File: src/rtl/multicycle_controller.sv
// Control FSM for a multicycle RV32-subset datapath: sequences fetch, decode,
// memory, execute and write-back, with optional memory wait states and a sticky trap.
module multicycle_controller #(
    parameter int MEM_WAIT_EN = 1,
    parameter int ENABLE_JAL  = 1,
    parameter int ALUOP_W     = 2
) (
    input  logic               clk,
    input  logic               rst,
    input  logic [6:0]         Op,
    input  logic               mem_ready,
    output logic               IRWrite,
    output logic               PCUpdate,
    output logic               RegWrite,
    output logic               MemWrite,
    output logic               Branch,
    output logic               AdrSrc,
    output logic [1:0]         ALUSrcA,
    output logic [1:0]         ALUSrcB,
    output logic [1:0]         ResultSrc,
    output logic [ALUOP_W-1:0] ALUOp,
    output logic               instr_done,
    output logic               illegal,
    output logic [3:0]         state_o
);

    typedef enum logic [3:0] {
        S_FETCH    = 4'd0,
        S_DECODE   = 4'd1,
        S_MEMADR   = 4'd2,
        S_MEMREAD  = 4'd3,
        S_MEMWB    = 4'd4,
        S_MEMWRITE = 4'd5,
        S_EXECR    = 4'd6,
        S_ALUWB    = 4'd7,
        S_EXECI    = 4'd8,
        S_JAL      = 4'd9,
        S_BEQ      = 4'd10,
        S_TRAP     = 4'd11
    } state_t;

    localparam logic [6:0] OP_LW   = 7'b0000011;
    localparam logic [6:0] OP_SW   = 7'b0100011;
    localparam logic [6:0] OP_RTYP = 7'b0110011;
    localparam logic [6:0] OP_ITYP = 7'b0010011;
    localparam logic [6:0] OP_JAL  = 7'b1101111;
    localparam logic [6:0] OP_BEQ  = 7'b1100011;

    state_t     state_reg;
    state_t     state_next;
    logic       illegal_reg;
    logic       ready;
    logic [1:0] aluop_code;

    // With waits disabled the memory is assumed to answer every cycle.
    assign ready   = (MEM_WAIT_EN != 0) ? mem_ready : 1'b1;
    assign state_o = state_reg;
    assign illegal = illegal_reg;
    assign ALUOp   = ALUOP_W'(aluop_code);

    always_comb begin
        state_next = state_reg;
        case (state_reg)
            S_FETCH:    state_next = ready ? S_DECODE : S_FETCH;
            S_DECODE: begin
                if (Op == OP_LW || Op == OP_SW)          state_next = S_MEMADR;
                else if (Op == OP_RTYP)                  state_next = S_EXECR;
                else if (Op == OP_ITYP)                  state_next = S_EXECI;
                else if (Op == OP_JAL && ENABLE_JAL != 0) state_next = S_JAL;
                else if (Op == OP_BEQ)                   state_next = S_BEQ;
                else                                     state_next = S_TRAP;
            end
            S_MEMADR:   state_next = (Op == OP_LW) ? S_MEMREAD : S_MEMWRITE;
            S_MEMREAD:  state_next = ready ? S_MEMWB : S_MEMREAD;
            S_MEMWB:    state_next = S_FETCH;
            S_MEMWRITE: state_next = ready ? S_FETCH : S_MEMWRITE;
            S_EXECR:    state_next = S_ALUWB;
            S_EXECI:    state_next = S_ALUWB;
            S_JAL:      state_next = S_ALUWB;
            S_ALUWB:    state_next = S_FETCH;
            S_BEQ:      state_next = S_FETCH;
            S_TRAP:     state_next = S_TRAP;
            default:    state_next = S_TRAP;
        endcase
    end

    always_ff @(posedge clk) begin
        if (rst) begin
            state_reg   <= S_FETCH;
            illegal_reg <= 1'b0;
        end else begin
            state_reg   <= state_next;
            illegal_reg <= illegal_reg | (state_next == S_TRAP);
        end
    end

    // Decoded from the state register; only the handshake strobes also look at
    // mem_ready, so a stalled access never commits.
    always_comb begin
        IRWrite    = 1'b0;
        PCUpdate   = 1'b0;
        RegWrite   = 1'b0;
        MemWrite   = 1'b0;
        Branch     = 1'b0;
        AdrSrc     = 1'b0;
        ALUSrcA    = 2'b00;
        ALUSrcB    = 2'b00;
        ResultSrc  = 2'b00;
        aluop_code = 2'b00;
        instr_done = 1'b0;
        if (rst) begin
            ALUSrcB   = 2'b10;
            ResultSrc = 2'b10;
        end else begin
            case (state_reg)
                S_FETCH: begin
                    ALUSrcB   = 2'b10;
                    ResultSrc = 2'b10;
                    IRWrite   = ready;
                    PCUpdate  = ready;
                end
                S_DECODE: begin
                    ALUSrcA = 2'b01;
                    ALUSrcB = 2'b01;
                end
                S_MEMADR: begin
                    ALUSrcA = 2'b10;
                    ALUSrcB = 2'b01;
                end
                S_MEMREAD: AdrSrc = 1'b1;
                S_MEMWB: begin
                    ResultSrc  = 2'b01;
                    RegWrite   = 1'b1;
                    instr_done = 1'b1;
                end
                S_MEMWRITE: begin
                    AdrSrc     = 1'b1;
                    MemWrite   = 1'b1;
                    instr_done = ready;
                end
                S_EXECR: begin
                    ALUSrcA    = 2'b10;
                    aluop_code = 2'b10;
                end
                S_EXECI: begin
                    ALUSrcA    = 2'b10;
                    ALUSrcB    = 2'b01;
                    aluop_code = 2'b10;
                end
                S_JAL: begin
                    ALUSrcA  = 2'b01;
                    ALUSrcB  = 2'b10;
                    PCUpdate = 1'b1;
                end
                S_ALUWB: begin
                    RegWrite   = 1'b1;
                    instr_done = 1'b1;
                end
                S_BEQ: begin
                    ALUSrcA    = 2'b10;
                    aluop_code = 2'b01;
                    Branch     = 1'b1;
                    instr_done = 1'b1;
                end
                default: ;
            endcase
        end
    end

endmodule

File: config.mk
export PLATFORM = sky130hd
export DESIGN_NAME = multicycle_controller
export DESIGN_NICKNAME = d
export VERILOG_FILES = /design/src/rtl/multicycle_controller.sv
export SDC_FILE = /design/constraint.sdc
export NUM_CORES = 1
export LEC_CHECK = 0
export BUFFER_PORTS_ARGS = -buffer_cell sky130_fd_sc_hd__buf_2
export CORE_UTILIZATION = 40
export CTS_CLUSTER_DIAMETER = 100
export CTS_CLUSTER_SIZE = 12
export DETAILED_ROUTE_END_ITERATION = 7
export MAX_ROUTING_LAYER = met4
export PLACE_DENSITY = 0.82
export SYNTH_ARGS = -nofsm -noshare
export SYNTH_HDL_FRONTEND = slang
export SYNTH_SLANG_ARGS = --single-unit
File: constraint.sdc
create_clock -name clk -period 2 [get_ports clk]
set_input_delay 0 -clock clk [delete_from_list [all_inputs] [get_ports clk]]
set_output_delay 0 -clock clk [all_outputs]
set_load 0.05 [all_outputs]
### After elaboration in Yosys (flattened, before gate mapping)

Cells that the tools add are included.

* bits in registers: 5
* bits of input ports: 10
* output and inout bits: 20
* word-level logic and storage cells: 63

* eq/ne operators: 17
* multiplexer cells: 32
* bitwise gates (word level): 1
* reductions and logical operators: 11

Operators by type and width (number)
* 4-bit case mux with 7 select lines: 1
* 4-bit by 3-bit == test with 1-bit output, second input constant: 4
* 4-bit == test, second input constant: 4
* 2-bit case mux with 2 select lines: 4
* 7-bit by 6-bit == test with 1-bit output, second input constant: 2
* 7-bit == test, second input constant: 2
* 1-bit two-way mux: 14
* 2-bit two-way mux: 6
* 2-bit OR reduction: 5
* 3-bit two-way mux: 3
* 3-bit OR reduction: 3
* 4-bit by 2-bit == test with 1-bit output, second input constant: 2
* 4-bit two-way mux: 2
* 7-bit by 2-bit == test with 1-bit output, second input constant: 1
* 7-bit by 5-bit == test with 1-bit output, second input constant: 1
* 4-bit by 1-bit == test with 1-bit output, second input constant: 1
* 4-bit logical NOT: 1
* 1-bit case mux with 2 select lines: 2
* 4-bit OR reduction: 1
* 1-bit logical OR: 1
* 1-bit bitwise OR: 1

### Depth between registers and ports, before layout

Gate-level depths: netlist (run 1).

* depth in word-level cells: 9
* mapped depth: 5
* depth with buffers taken out: 4

### Worst setup path after synthesis (run 1)

No wires, ideal clock.

* kind: flip-flop to output port
* start: reg state_reg[0] (netlist: state_o[0])
* end: out PCUpdate
* arrival time: 2.844 ns
* path slack: -0.844 ns
* stages on the path, launching flop included: 5
* path buffers: 2
* path through: dfxtp_1 -> clkbuf_1 -> clkbuf_1 -> a21oi_1 -> nor4_1

* longest elaborated chain between the ends: 3

RTL lines
* from (decl): RTL line 49 `state_t state_reg;`
* from (signal assigned): RTL line 92 `state_reg <= state_next;`
* 4-bit == test or 4-bit logical NOT (tied branches): RTL line 115 `case (state_reg)`
* 1-bit case mux with 2 select lines *: RTL line 115
* 1-bit two-way mux *: RTL line 111 `if (rst) begin`
* to (decl): RTL line 13 `output logic PCUpdate,`

Mark *: on every way between the ends. The rest lies on a longest branch, timed or not.

### Worst setup path after layout (run 1)

* start: reg state_reg[3] (netlist: state_o[3])
* end: out ALUSrcB[0]

* longest elaborated chain between the ends: 4

RTL lines
* 4-bit == test, or another cell as far along: RTL line 115
* 3-bit OR reduction (no line) or 2-bit OR reduction (tied branches)
* 2-bit case mux with 2 select lines *: RTL line 115
* 2-bit two-way mux *: RTL line 111
* to (decl): RTL line 19 `output logic [1:0] ALUSrcB,`

Marks and branches as above.

==> impl_metrics.yaml, run 1 <==
worst_setup_path:
  cpPeakStageDelay_ns: 0.53
  slowest_stage: "dfxtp_1"
  critPathLaunch: "state_o[3]"
  start_kind: "flop"
  regToRegSetupSlack_ns: 0.34
  reg2reg_from: "state_o[1]"
  critPathMaxFanout: 11
  path_cells: "buf_4 -> xor2_1 -> o21ai_1 -> nor3_4 -> buf_2"
  crit_arrival_ns: 1.76
  crit_required_ns: 2.00
  worstSetupPathType: "flop to primary output"
  end_kind: "primary output"
clock_tree:
  cts_resized: 0
  hold_buffers: 0
  cts-buffers-inserted: 3
  cts_tree: "done"
  cts_setup_buffers: 0
  clock_latency_ns: 0.26
  cts_sinks: 5
  htreeDepth: 1
  cts-root-buf: "clkbuf_4"
  clk_path_buf_depth: 2
  clk_pin_slew_worst_paths_ns: 0.05
power:
  p_leak_nw: 0.383
  power.total_mw: 1.50
  p_per_area_mw_per_mm2: 1730
  peakVddDrop_mv: 1.07
synth:
  yosys.area_share.adder: 0
  yosysUniqueCellTypes: 42
  synth_warnings: 0
  synth_fp_nets: 98
  syn_area_sq_um: 621
  ys_seq_elements: 5
  synth-edff-count: 0
  yosys.area_share.xor_xnor: 0.0423
  syn_inst: 88
  synth_top_family_by_area: "simple AND/OR/NAND/NOR gates"
  ys_async_sr_fraction: 0
  synth_compound_area_frac: 0.254
  ys.flop_type: "dfxtp_1"
  postSynthAreaPerCell_sq_um: 7.05
  synth-simple-area-share: 0.423
  synth_mux_area_frac: 0.0181
  ys_seq_area_frac: 0.161
detailed_routing:
  first_iter_violations: 13
  dr.pass1.iters: 4
  ant_nets: 0
  viasPerCell: 5.85
  num_vias: 772
  drc: 0
  routedWlPerCell_um: 14.0
  drt_wl_total_um: 1840
grt:
  grt_usage: 0.256
  grt_pass1_vias: 609
  antenna_found_initial: 0
  grt_max_degree: 16
  grt_overflow_total: 0
  grt_first_pass_wirelength_um: 2710
sta:
  rsz0062_at_grt: "no"
  slew_headroom: 0.704
  setup_viol: 0
  fin_crit_ns: 1.76
  finalMaxSlewViolations: 0
  fin_worst_skew_ns: 0.00154
  fin_setup_tns_ns: 0
  finalCritPeriodShare: 0.881
  final_hold_viol_count: 0
  worst_slew_pin_slew_ns: 0.443
  max_freq_mhz: 567
placed_design:
  dp_hpwl_um: 1380
  dpl_cell_area_sq_um: 842
  port_buffers: 29
  gp_congestion: 0.858
  dpl.cell_count: 128
floorplanning:
  die_w_um: 41.4
  pin_count: 30
  start_util: 0.454
  dieHeight_um: 41.4
  dieArea_sq_mm: 0.00171
  num_rows: 13
  coreArea_sq_mm: 0.00137
final_layout:
  largest_reg_flops: 4
  fin_nets: 128
  final_common_cell: "buf_2"
  seqCellArea_sq_um: 100
  fill_cells: 116
  syn2layout_area_growth_pct: 40.1
  multiInputGateArea_sq_um: 522
  fin_area_sq_um: 870
  drive_gt1_frac: 0.462
  final_cells: 132
  layout_common_cells: "buf_2, a21oi_1, dfxtp_1, buf_4"
  num_antenna_cells: 0
job:
  cap_violations: 0
worst_hold_path:
  hp-start: "rst"
  hold_class: "input port to flop"
status:
  status: "complete, no violations"
==> synthesized netlist by cell type, drive strengths merged, types with 2 or more instances <==
cell / n / area, sq um
nand2b: 4 / 25.0
nor4: 2 / 12.5
o32a: 2 / 21.3
nor3: 8 / 40.0
nor2b: 2 / 12.5
or3: 2 / 12.5
nand4b: 2 / 17.5
nor2: 6 / 22.5
inv: 5 / 18.8
nor3b: 4 / 30.0
buf: 2 / 12.5
clkbuf: 6 / 22.5
nand2: 4 / 15.0
xor2: 2 / 17.5
dfxtp: 5 / 100
o21ai: 5 / 25.0
a21oi: 6 / 30.0
==> layer usage <==
| metal | wire length [um] | track usage |
|---|---|---|
| met5 | 0 | - |
| met4 | 11 | 0.113 |
| met3 | 95 | 0.0798 |
| met2 | 936 | 0.398 |
| met1 | 799 | 0.303 |
==> layout make-up <==
class | count | share of cell area
sequential | 5 | 0.115
multi-input combinational | 69 | 0.600
inverter | 5 | 0.0216
tap | 15 | 0.0216
timing repair buffer | 34 | 0.210
clock buffer | 3 | 0.0259
clock inverter | 1 | 0.00576
==> stage by stage <==
step | hold slack (ns) | utilization | setup WS (ns)
2_1_floorplan | 0.217 | - | -0.302
3_3_place_gp | 0.369 | 0.616 | 0.386
3_5_place_dp | 0.369 | 0.616 | 0.345
4_1_cts | 0.0964 | 0.636 | 0.232
5_1_grt | 0.126 | 0.636 | 0.103
6_report | 0.102 | 0.636 | 0.237
==> final timing paths <==
check	endpoint	cells after the start
max reg2reg	illegal	3
min	illegal	2
max	ALUSrcB[0]	5
min reg2reg	illegal	2
==> report_power, final <==
group | switching [mW] | internal (mW) | total [mW]
clock | 0.0527 | 0.0730 | 0.126
combinational | 0.791 | 0.370 | 1.16
sequential | 0.0775 | 0.139 | 0.217
==> worst max-delay path, delay by kind of cell (launching register included) <==
| kind | cells | cell delay, ns |
|---|---|---|
| XOR/XNOR | 1 | 0.22 |
| AND/OR/NAND/NOR | 1 | 0.11 |
| AO/OA/AOI/OAI | 1 | 0.12 |
| flip-flops | 1 | 0.53 |
| buffers and inverters | 2 | 0.52 |
==> kinds of logic (layout without fill, tap and decap cells) <==
kind of cell | count (synthesis) | in the layout
simple gates | 43 | 43
compound gates | 22 | 22
buf+inv | 14 | 43
flops | 5 | 5
xor+xnor | 3 | 3
mux | 1 | 1
Power figures use the tool's default switching activity.
==> run 2, diff against run 1 <==
Settings changed: ABC_CLOCK_PERIOD_IN_PS set to 2000, CORE_UTILIZATION 40 to 44, PLACE_DENSITY 0.82 to 0.88.
==> run 2 against run 1 <==
First-iteration DRC count increased by 85%. Power increased by 0.96%. Count of clock-buffer cells in the layout increased by 1. Setup slack improved by 0.0081 ns.
==> impl_metrics.yaml, run 2 (synthesized netlist as in run 1, its figures left out) <==
job:
  cap_violations: 0
worst_hold_path:
  hold_class: "input port to flop"
final_layout:
  largest_reg_flops: 4
  num_antenna_cells: 0
  syn2layout_area_growth_pct: 41.1
  final_common_cell: "buf_2"
  fin_util: 0.673
  fin_nets: 129
  layout_common_cells: "buf_2, a21oi_1, buf_4, dfxtp_1"
  drive_gt1_frac: 0.458
sta:
  holdWs_ns: 0.114
  fin_worst_skew_ns: 0.00987
  setup_ws_ns: 0.245
  max_freq_mhz: 570
  slew_headroom: 0.762
  finalCritPeriodShare: 0.877
  rsz0062_at_grt: "no"
  worst_slew_pin_slew_ns: 0.353
  fin_crit_ns: 1.75
  fin_setup_tns_ns: 0
  setup_viol: 0
  final_hold_viol_count: 0
  finalMaxSlewViolations: 0
power:
  p_leak_nw: 0.386
  peakVddDrop_mv: 1.03
  power.total_mw: 1.52
  p_per_area_mw_per_mm2: 1730
clock_tree:
  hold_buffers: 0
  cts_resized: 0
  htreeDepth: 1
  cts-buffers-inserted: 3
  clk_pin_slew_worst_paths_ns: 0.05
  clock_latency_ns: 0.25
  cts_tree: "done"
  cts-root-buf: "clkbuf_4"
  cts_sinks: 5
  cts_setup_buffers: 0
  clk_path_buf_depth: 2
grt:
  grt_usage: 0.259
  grt_first_pass_wirelength_um: 2680
  grt_pass1_vias: 623
  grt_overflow_total: 0
  antenna_found_initial: 0
  grt_max_degree: 21
placed_design:
  dp_hpwl_um: 1290
  gp_congestion: 0.937
  port_buffers: 29
  pre_cts_slack_ns: 0.328
detailed_routing:
  ant_nets: 0
  dr.pass1.iters: 4
  viasPerCell: 5.95
  num_vias: 791
  drc: 0
  first_iter_violations: 24
  routedWlPerCell_um: 13.0
  drt_wl_total_um: 1730
floorplanning:
  die_w_um: 39.6
  num_rows: 13
  coreArea_sq_mm: 0.00130
  dieHeight_um: 39.6
  pin_count: 30
  start_util: 0.477
  dieArea_sq_mm: 0.00156
worst_setup_path:
  critPathMaxFanout: 10
  crit_arrival_ns: 1.75
  regToRegSetupSlack_ns: 0.32
  crit_required_ns: 2.00
  worstSetupPathType: "flop to primary output"
  start_kind: "flop"
  end_kind: "primary output"
status:
  status: "complete, no violations"
run 2: changes by cell type in the layout (fill, tap and decap cells not counted):
cell,previous run,this run
buf_4,5,6
clkbuf_1,0,1
clkinv_2,1,0
run 2: metrics by stage:
step	std cells	cell area, sq um
final	133	876
after global routing	133	876
after CTS	133	876
after detailed placement	129	850
after global placement	129	850
after floorplan	88	684
run 2: path summary, 6_finish.rpt:
kind	from	endpoint	depth (start not counted)
hold reg to reg	illegal	illegal	2
setup / recovery	state_o[3]	instr_done	6
hold / removal	rst	illegal	2
setup reg to reg	state_o[2]	illegal	5
run 2: worst max-delay path, stage by stage (launching register included):
cell and delay [ns]:
dfxtp_1 0.38, buf_4 0.20, or2b_1 0.30, nor2_1 0.19, a31oi_1 0.08, nor2_2 0.10, buf_2 0.26
run 2: where the power goes:
part | switching (mW) | internal [mW] | leakage (nW)
Clock | 0.0451 | 0.0757 | 0.0150
Combinational | 0.819 | 0.380 | 0.330
Sequential | 0.0597 | 0.139 | 0.0411
Total | 0.923 | 0.595 | 0.386
run 2: routing by layer:
metal,track usage,share of wire,up-vias
met1,0.341,0.45,369
met2,0.377,0.48,29
met3,0.0511,0.054,4
li1,-,-,389
met5,-,0,-
met4,0.121,0.014,0
run 2: cell type report:
cell class	count	area, sq um
Multi-Input combinational cell	69	522
Sequential cell	5	100
Clock buffer	4	26.3
Tap cell	15	18.8
Fill cell	114	425
Inverter	5	18.8
Timing Repair Buffer	35	190
==> run 3, diff against run 2 <==
Settings changed: ABC_AREA set to 1, CORE_UTILIZATION 44 to 46, CTS_BUF_LIST set to sky130_fd_sc_hd__clkbuf_4, PLACE_DENSITY 0.88 to 0.91.
==> run 3 against run 2 <==
Sequential power is 11% higher. Sequential share of layout area increased by 0.98 points. Synthesized cell count up 16%. Count of clock-buffer cells in the layout unchanged. Power is 4.9% lower. Final cell count rose by 11%. Clock power up 5%. Routed wire length fell by 11%. Register-to-register slack gained 0.30 ns. First-iteration DRC count down 21%. Combinational power fell by 8%. Via count is 4.6% lower.
==> impl_metrics.yaml, run 3 <==
detailed_routing:
  first_iter_violations: 19
  dr.pass1.iters: 4
  num_vias: 755
  routedWlPerCell_um: 10.4
  drt_wl_total_um: 1530
  drc: 0
  viasPerCell: 5.14
  ant_nets: 0
grt:
  grt_overflow_total: 0
  grt_first_pass_wirelength_um: 2640
  grt_pass1_vias: 698
  antenna_found_initial: 0
  grt_usage: 0.258
  grt_max_degree: 15
worst_setup_path:
  crit_required_ns: 2.00
  end_kind: "primary output"
  start_kind: "flop"
  slowest_stage: "dfxtp_1"
  crit_arrival_ns: 1.66
  path_cells: "inv_2 -> nor2_4 -> inv_2 -> nor3_4 -> o21bai_2 -> buf_2"
  cpMostUsedCell: "inv_2"
  path_buf_inv: 3
  worstSetupPathType: "flop to primary output"
  critPathTopFamily: "flip-flops"
  cpPeakStageDelay_ns: 0.47
  critPathMaxFanout: 7
clock_tree:
  htreeDepth: 1
  cts-buffers-inserted: 3
  clk_pin_slew_worst_paths_ns: 0.04
  clk_path_buf_depth: 2
  hold_buffers: 0
  cts-root-buf: "clkbuf_4"
  cts_tree: "done"
  cts_setup_buffers: 0
  clock_latency_ns: 0.24
  cts_resized: 0
  cts_sinks: 5
synth:
  synth_common_cells: "nand2_1, nor2_1, inv_1, nand3_1"
  ys_seq_area_frac: 0.164
  ys.flop_type: "dfxtp_1"
  synth.largest_area_cell: "dfxtp_1"
  synth_warnings: 0
  syn_area_sq_um: 609
  synth-edff-count: 0
  postSynthAreaPerCell_sq_um: 5.97
  synth_top_area_frac: 0.164
  synth.most_common_cell: "nand2_1"
  synth_fp_nets: 112
  syn_inst: 102
  ys_seq_elements: 5
  ys_async_sr_fraction: 0
  yosysUniqueCellTypes: 26
  synthTopCellsByArea: "dfxtp_1, nand2_1, nor2_1"
job:
  cap_violations: 0
final_layout:
  layout_common_cells: "buf_2, nand2_1, nor2_1, inv_1, nand3_1"
  final_common_cell: "buf_2"
  num_antenna_cells: 0
  fin_nets: 144
  syn2layout_area_growth_pct: 35.7
  drive_gt1_frac: 0.496
  fin_area_sq_um: 827
  largest_reg_flops: 4
floorplanning:
  num_rows: 12
  start_util: 0.520
  dieArea_sq_mm: 0.00147
  die_w_um: 38.4
  dieHeight_um: 38.4
  coreArea_sq_mm: 0.00117
  pin_count: 30
sta:
  finalMaxSlewViolations: 0
  setup_viol: 0
  worst_slew_pin_slew_ns: 0.342
  fin_setup_tns_ns: 0
  slew_headroom: 0.772
  fin_crit_ns: 1.66
  rsz0062_at_grt: "no"
  fin_worst_skew_ns: 0.00678
  max_freq_mhz: 601
  final_hold_viol_count: 0
  finalCritPeriodShare: 0.832
power:
  power.total_mw: 1.44
  power_switching_share: 0.640
  p_leak_nw: 0.480
  pwr-share-clk: 0.088
  peakVddDrop_mv: 0.940
  p_comb_frac: 0.760
  p_int_mw: 0.520
  p_sw_mw: 0.924
  p_per_area_mw_per_mm2: 1750
  seqPwrFrac: 0.152
worst_hold_path:
  hold_class: "input port to flop"
placed_design:
  gp_congestion: 0.859
  port_buffers: 29
  dp_hpwl_um: 1280
  dpl_cell_area_sq_um: 797
status:
  status: "complete, no violations"
[run 3: cell count changes after synthesis, moves of 3 or more]
cell	change
inv_2	+4
nand3_2	+4
o21ai_1	-3
nand2b_1	-4
nor3_1	-6
nand2_2	+4
nor2_2	+4
nand2_1	+16
a21oi_1	-3
clkbuf_1	-5
inv_1	+9
nor3b_1	-4
nor2_1	+10
nand3_1	+5
[run 3: final timing paths]
check        startpoint         end  slack, ns  cells after the start
max          state_o[0]      AdrSrc       0.34                      6
min                 rst  state_o[2]       0.14                      2
min reg2reg     illegal     illegal       0.46                      2
max reg2reg  state_o[0]     illegal       0.62                      8
[run 3: cell type report]
type	instances	area [sq um]
inverters	19	71.3
well taps	14	17.5
multi-input cells	76	460
clock buffers	4	30.0
repair buffers	29	145
fillers	98	344
flip-flops and latches	5	103
[run 3: metrics by stage]
stage	utilization	hold slack [ns]	setup WS [ns]	instances
3_5_place_dp	0.681	0.380	0.579	143
5_1_grt	0.706	0.146	0.228	147
2_1_floorplan	-	0.0576	0.0527	102
3_3_place_gp	0.681	0.373	0.655	143
4_1_cts	0.706	0.130	0.332	147
6_report	0.706	0.136	0.335	147
[run 3: cells by family (layout without fill, tap and decap cells)]
logic type             Yosys count  count (layout)  share of synthesized area
AOI/OAI and AO/OA               11              11                      0.115
buffers and inverters           21              52                      0.136
DFF                              5               5                      0.164
and+or+nand+nor                 65              65                      0.585
[run 3: power groups by stage]
stage | Combinational (mW) | Clock [mW] | Sequential, mW
after floorplan | 0.763 | 0 | 0.346
after global placement | 1.07 | 0 | 0.215
after detailed placement | 1.09 | 0 | 0.221
after CTS | 1.10 | 0.131 | 0.219
after global routing | 1.17 | 0.143 | 0.227
final | 1.10 | 0.127 | 0.220
[run 3: layer usage]
| layer | wire, um | track usage | up-vias |
|---|---|---|---|
| li1 | - | - | 386 |
| met4 | 19 | 0.103 | 0 |
| met2 | 757 | 0.487 | 30 |
| met1 | 663 | 0.259 | 335 |
| met3 | 94 | 0.0465 | 4 |
| met5 | 0 | - | - |
